<file path="src/rtl/uart_rx_deserializer.sv">
// UART receiver: 2-flop synchronised RX, mid-bit sampling, optional parity,
// framing/parity/overrun status, valid/ready word output.
//
// Ports:
//   clk         system clock, rising edge
//   rst         synchronous active-low reset
//   RX          asynchronous serial input, idle high
//   data_out    received word, held while UART_Valid
//   UART_Valid  word and status flags are presented
//   UART_Ready  consumer accepts on UART_Valid & UART_Ready
//   UART_Busy   a frame is being received
//   UART_Error  stop bit of the held frame was 0
//   parity_err  parity mismatch on the held frame
//   overrun     sticky: a completed frame was dropped
module uart_rx_deserializer #(
  parameter int CLKS_PER_BIT = 16,
  parameter int DATA_BITS    = 8,
  parameter bit PARITY_EN    = 1'b0,
  parameter bit PARITY_ODD   = 1'b0
) (
  input  logic                 clk,
  input  logic                 rst,
  input  logic                 RX,
  output logic [DATA_BITS-1:0] data_out,
  output logic                 UART_Valid,
  input  logic                 UART_Ready,
  output logic                 UART_Busy,
  output logic                 UART_Error,
  output logic                 parity_err,
  output logic                 overrun
);

  localparam int CNT_W = $clog2(CLKS_PER_BIT);
  localparam int BIT_W = $clog2(DATA_BITS);
  localparam logic [CNT_W-1:0] HALF_M1 =
    CNT_W'(CLKS_PER_BIT / 2 - 1);
  localparam logic [CNT_W-1:0] FULL_M1 =
    CNT_W'(CLKS_PER_BIT - 1);
  localparam logic [BIT_W-1:0] LAST_BIT =
    BIT_W'(DATA_BITS - 1);

  typedef enum logic [2:0] {
    IDLE,
    START,
    DATA,
    PARITY,
    STOP,
    BREAK
  } state_t;

  state_t               state;
  state_t               state_n;
  logic                 rx_meta;
  logic                 rx_s;
  logic                 rx_d;
  logic [CNT_W-1:0]     cnt;
  logic [BIT_W-1:0]     bit_cnt;
  logic [DATA_BITS-1:0] shift;
  logic                 frame_perr;
  logic                 done;
  logic                 done_ferr;
  logic                 half_tick;
  logic                 full_tick;
  logic                 accept;

  assign half_tick = (cnt == HALF_M1);
  assign full_tick = (cnt == FULL_M1);
  assign accept    = UART_Valid & UART_Ready;
  assign UART_Busy = (state != IDLE);

  always_comb begin
    state_n = state;
    unique case (state)
      IDLE:
        if (rx_d && !rx_s) state_n = START;
      START:
        if (half_tick) state_n = rx_s ? IDLE : DATA;
      DATA:
        if (full_tick && bit_cnt == LAST_BIT)
          state_n = PARITY_EN ? PARITY : STOP;
      PARITY:
        if (full_tick) state_n = STOP;
      STOP:
        if (full_tick) state_n = rx_s ? IDLE : BREAK;
      BREAK:
        if (rx_s) state_n = IDLE;
      default:
        state_n = IDLE;
    endcase
  end

  always_ff @(posedge clk) begin
    if (!rst) begin
      rx_meta    <= 1'b1;
      rx_s       <= 1'b1;
      rx_d       <= 1'b1;
      state      <= IDLE;
      cnt        <= '0;
      bit_cnt    <= '0;
      shift      <= '0;
      frame_perr <= 1'b0;
      done       <= 1'b0;
      done_ferr  <= 1'b0;
      data_out   <= '0;
      UART_Valid <= 1'b0;
      UART_Error <= 1'b0;
      parity_err <= 1'b0;
      overrun    <= 1'b0;
    end else begin
      rx_meta <= RX;
      rx_s    <= rx_meta;
      rx_d    <= rx_s;
      state   <= state_n;

      // Restart the baud count on every state change so the first
      // START interval is a half bit and all later ones are mid-bit.
      if (state_n != state || full_tick)
        cnt <= '0;
      else
        cnt <= cnt + 1'b1;

      if (state == START) begin
        bit_cnt    <= '0;
        frame_perr <= 1'b0;
      end

      if (state == DATA && full_tick) begin
        shift   <= {rx_s, shift[DATA_BITS-1:1]};
        bit_cnt <= bit_cnt + 1'b1;
      end

      if (state == PARITY && full_tick)
        frame_perr <= rx_s ^ (^shift) ^ PARITY_ODD;

      done <= (state == STOP) && full_tick;
      if (state == STOP && full_tick)
        done_ferr <= !rx_s;

      // A new frame wins over a same-cycle handshake; otherwise a
      // frame arriving on top of an unaccepted word is dropped.
      if (done) begin
        if (!UART_Valid || UART_Ready) begin
          data_out   <= shift;
          UART_Error <= done_ferr;
          parity_err <= frame_perr;
          UART_Valid <= 1'b1;
        end else begin
          overrun <= 1'b1;
        end
      end else if (accept) begin
        UART_Valid <= 1'b0;
      end
    end
  end

endmodule

</file>
<file path="config.mk">
export PLATFORM = sky130hd
export DESIGN_NAME = uart_rx_deserializer
export DESIGN_NICKNAME = d
export VERILOG_FILES = /design/src/rtl/uart_rx_deserializer.sv
export SDC_FILE = /design/constraint.sdc
export NUM_CORES = 1
export LEC_CHECK = 0
export ABC_AREA = 1
export ABC_CLOCK_PERIOD_IN_PS = 1600
export BUFFER_PORTS_ARGS = -buffer_cell sky130_fd_sc_hd__buf_2
export CORE_MARGIN = 5
export CORE_UTILIZATION = 55
export CTS_BUF_LIST = sky130_fd_sc_hd__clkbuf_4 sky130_fd_sc_hd__clkbuf_8
export DETAILED_ROUTE_END_ITERATION = 10
export PLACE_DENSITY = 0.75
export REMOVE_ABC_BUFFERS = 1
export SETUP_SLACK_MARGIN = 0.5
export SLEW_MARGIN = 20
export SYNTH_ARGS = -nofsm -noshare
export SYNTH_HDL_FRONTEND = slang
export SYNTH_SLANG_ARGS = --single-unit
</file>
<file path="constraint.sdc">
create_clock -name clk -period 1.6 [get_ports clk]
set_input_delay 0.08 -clock clk [delete_from_list [all_inputs] [get_ports clk]]
set_output_delay 0.08 -clock clk [all_outputs]
set_load 0.02 [all_outputs]
</file>
### Word level (Yosys, flattened, before mapping)

Index checks and enable logic that the tools add are counted.

* output and inout bits: 13
* input bits: 4
* logic and storage cells: 66
* register bits: 36

* add/subtract/negate cells: 2
* reduce and logical (&&, ||, !) cells: 19
* bitwise operators: 4
* equal/unequal tests: 10
* multiplexer cells: 16

Operators with widths (number)
* two-way mux 3 bit: 9
* one-hot mux 3 bit (6 select lines): 1
* equality test 3 bit (second input constant): 3
* XOR reduction 8 bit: 1
* equality test 3 x 2 -> 1 bit (second input constant): 2
* AND reduction 2 bit: 3
* nonzero test 2 bit: 3
* logical AND 1 bit: 5
* two-way mux 1 bit: 5
* adder 4 x 1 -> 4 bit (second input constant): 1
* equality test 4 x 3 -> 1 bit (second input constant): 1
* equality test 4 bit (second input constant): 1
* adder 3 x 1 -> 3 bit (second input constant): 1
* equality test 3 x 1 -> 1 bit (second input constant): 1
* logical NOT 3 bit: 1
* != test 3 bit: 1
* nonzero test 3 bit: 1
* logical NOT 1 bit: 2
* logical OR 1 bit: 2
* two-way mux 2 bit: 1
* != test 2 x 1 -> 1 bit (second input constant): 1
* NOT 1 bit: 2
* OR reduction 2 bit: 1
* AND 1 bit: 1
* bitwise XOR 1 bit: 1

### Depth between registers and ports, before layout

* word-level depth: 7
* gate-level depth with buffers: 11
* depth with buffers taken out: 11

### Worst setup path after synthesis

Ideal clock, no wire load.

* kind: flip-flop to flip-flop
* start: register cnt[0]
* end: register cnt[2]
* period minus slack after synthesis: 1388 ps
* setup time: 117 ps
* data required time: 1483 ps
* arrival: 1271 ps
* buffers on the path: 0
* slack: 212 ps
* cell stages (with the launch flop): 9
* cells stage by stage: dfxtp_1 ha_1 nand3_4 nor2_8 nand2_1 nand3_1 nand2_1 nand2_2 nor3_1

* word-level cells in the longest chain between the ends: 7
* elaborated cells between the ends (all ways): 12
* those cells by class: add/sub (1); eq/ne (3); mux (5); reduce/logical (3)

Ends and longest elaborated chain
* start, declared: RTL line 56 `logic [CNT_W-1:0] cnt;`
* start signal, assigned: RTL line 120 `cnt <= cnt + 1'b1;`
* equality test 4 bit: RTL line 67 `assign full_tick = (cnt == FULL_M1);`
* logical AND 1 bit: RTL line 79 `if (full_tick && bit_cnt == LAST_BIT)`
* two-way mux 3 bit: RTL line 79
* one-hot mux 3 bit (6 select lines): RTL line 73 `unique case (state)`
* != test 3 bit: RTL line 117 `if (state_n != state || full_tick)`
* logical OR 1 bit: RTL line 117
* OR reduction 2 bit (no source line)

Parallel ways exist; a longest one is shown, timed or not.
A chain may end at the register's enable or synchronous reset.

### Final worst setup path

* start: register cnt[1]
* end: register cnt[3]

The elaborated chain is that of the path after synthesis.

==> impl_metrics.yaml <==
global_routing:
  grt_pass1_wl_mm: 6.25
  antenna_found_initial: 0
  grt_usage_pct: 19.1
  grt_start_max_net_pins: 16
  grt-ovfl-total: 0
  grt_pass1_vias: 1394
synthesis:
  netlist_area_um2: 1620
  ys_types: 29
  avgSynthCellArea_um2: 7.28
  yosysSeqAreaShare_pct: 44.6
  yosysWarnings: 0
  syn-instance-count: 222
  ys_ff_latch: 36
timing:
  drv_slew: 0
  period_share_pct: 95.5
  finClkSkew_ns: 0.00942
  tightest_slew_ns: 0.330
  finalHoldViolCount: 0
  grt_setup_unrepaired: "true"
  relSlewSlack_pct: 77.9
  post-route-min-period_ns: 1.53
  setup_violations: 0
  fmax_mhz: 654
hold_path:
  whs_path_depth: 3
  min-delay-start: "rst"
  hold_end: "state[2]"
  hold_path.class: "in2reg"
floorplan:
  chipHeight_um: 64.2
  io_pins: 17
  start_util_pct: 58.1
  die_x_um: 64.2
  die_area_um2: 4120
  core-area_um2: 2780
  row_count: 19
critical_path:
  r2r-start: "cnt[1]"
  arrival_ns: 1.81
  crit_fanout: 8
  rr_worst_depth: 7
  reg2reg_slack_ns: 0.07
  worstPathRequired_ns: 1.88
  end_kind: "register"
  start_kind: "register"
  crit_type: "reg2reg"
  reg2reg_to: "cnt[3]"
routing:
  dr.pass1.iters: 4
  ant_nets: 0
  viasPerCell: 5.60
  routed_wl_mm: 4.47
  drc: 0
  vias: 1673
  drt-wirelength-per-cell_um: 14.9
  drtIter0Drc: 148
run:
  drv_cap: 0
power:
  report.power.total_mw: 1.50
  vdd_ir_drop_max_mv: 0.602
  p_per_area_nw_per_um2: 663
  p_leak_nw: 1.04
placed_design:
  io_buffers: 16
  place.gp.congestion: 0.864
  dp_hpwl_mm: 2.19
final_layout:
  utilization_pct: 81.6
  nFillCells: 177
  antenna_cells: 0
  drive_gt1_share_pct: 47.4
  final_nets: 275
  syn2layout_area_growth_pct: 40.3
  layout_common_cells: "nand2_1 (35), dfxtp_1 (22), nor2_1 (21)"
  final_common_cell: "nand2_1"
clock_tree:
  clk_pin_slew_ns: 0.10
  clock-sinks: 36
  worstSkewPairLatency_ns: 0.35
  htree_levels: 2
  cts_tree: "done"
  root_buffer: "clkbuf_4"
  cts.path.max_buffers: 2
  cts_buffers: 5
run_status:
  status: "complete, no violations"
layout make-up:
| type | instances | area, µm² | share of cell area [%] |
|---|---|---|---|
| clock buffers | 6 | 45.0 | 1.99 |
| flip-flops and latches | 36 | 758 | 33.4 |
| repair inverters | 1 | 7.51 | 0.331 |
| well taps | 31 | 38.8 | 1.71 |
| repair buffers | 43 | 324 | 14.3 |
| multi-input cells | 152 | 965 | 42.5 |
| inverters | 29 | 125 | 5.52 |
| clock inverters | 1 | 5.00 | 0.221 |
per-layer routing:
metal / track usage (%) / wire (µm) / vias to the layer above
met5: 0 / 0 / -
met4: 9.16 / 153 / 0
met3: 4.20 / 335 / 18
met2: 30.9 / 2140 / 76
met1: 23.8 / 1840 / 776
li1: - / - / 803
report_power, final:
| group | total, mW | internal (mW) | switching, mW |
|---|---|---|---|
| clock | 0.473 | 0.179 | 0.295 |
| combinational | 0.118 | 0.0504 | 0.0679 |
| sequential | 0.912 | 0.897 | 0.0157 |
| total | 1.50 | 1.13 | 0.378 |
through the flow:
stage	setup TNS, ns	area (µm²)	worst slack (ns)	hold WS [ns]	instances
2_1_floorplan	0	1590	0.140	0.150	217
3_3_place_gp	0	1730	0.119	0.265	266
3_5_place_dp	0	1730	0.0727	0.270	266
4_1_cts	0	1970	0.209	0.0399	286
5_1_grt	-0.0669	2270	-0.0431	0.0633	299
6_report	0	2270	0.0719	0.0552	299
worst max path at each step:
stage / start / end / slack (ns)
floorplan: cnt[0] / cnt[2] / 0.14
CTS: cnt[0] / cnt[3] / 0.21
global placement: cnt[0] / cnt[0] / 0.12
detailed placement: cnt[0] / cnt[3] / 0.07
finish: cnt[1] / cnt[3] / 0.07
global route: cnt[0] / cnt[3] / -0.04
state kept, by name, indices dropped and copies added (netlist names):
register	flops
UART_Error	1
UART_Valid	1
bit_cnt	3
cnt	4
data_out	8
done	1
done_ferr	1
frame_perr	1
overrun	1
parity_err	1
rx_d	1
rx_meta	1
rx_s	1
shift	8
state	3
cell families after synthesis:
logic type	synth area share, %
AND/OR/NAND/NOR	29.6
AO/OA/AOI/OAI	13.6
adder cells (fa/ha/maj)	2.32
XOR/XNOR	1.63
buffers and inverters	8.20
flip-flops	44.6
repair_timing:
action / 4_1_cts / 5_1_grt
setup buffers: 9 / 13
cloned: 2 / 0
pin swaps: 5 / 24
endpoints found under the setup margin: 32 / 32
endpoints found under the hold margin: 2 / 0
gates resized for setup: 46 / 68
hold buffers: 2 / 0
critical path, cell delays in order, from the launching register on:
cell and delay, ns:
dfxtp_2 0.37, ha_4 0.17, nand3_4 0.20, nor2_8 0.24
nand2_2 0.08, nand4_1 0.09, nand2_2 0.10, nor3_2 0.19
cell usage after synthesis, drive strengths merged:
cell / number / share of area [%]
or2: 2 / 0.77
nand3: 15 / 6.3
nand2: 50 / 12
a21oi: 19 / 5.9
clkbuf: 2 / 0.46
buf: 3 / 1.0
nand4: 2 / 0.77
inv: 27 / 6.3
nor3: 4 / 1.2
nor2: 30 / 8.3
ha: 3 / 2.3
o21ai: 20 / 6.4
nand3b: 1 / 0.46
a31oi: 1 / 0.39
xor2: 1 / 0.54
a211oi: 1 / 0.46
clkinv: 2 / 0.46
xnor2: 2 / 1.1
o21bai: 1 / 0.46
dfxtp: 36 / 45
(Power assumes the default switching activity.)
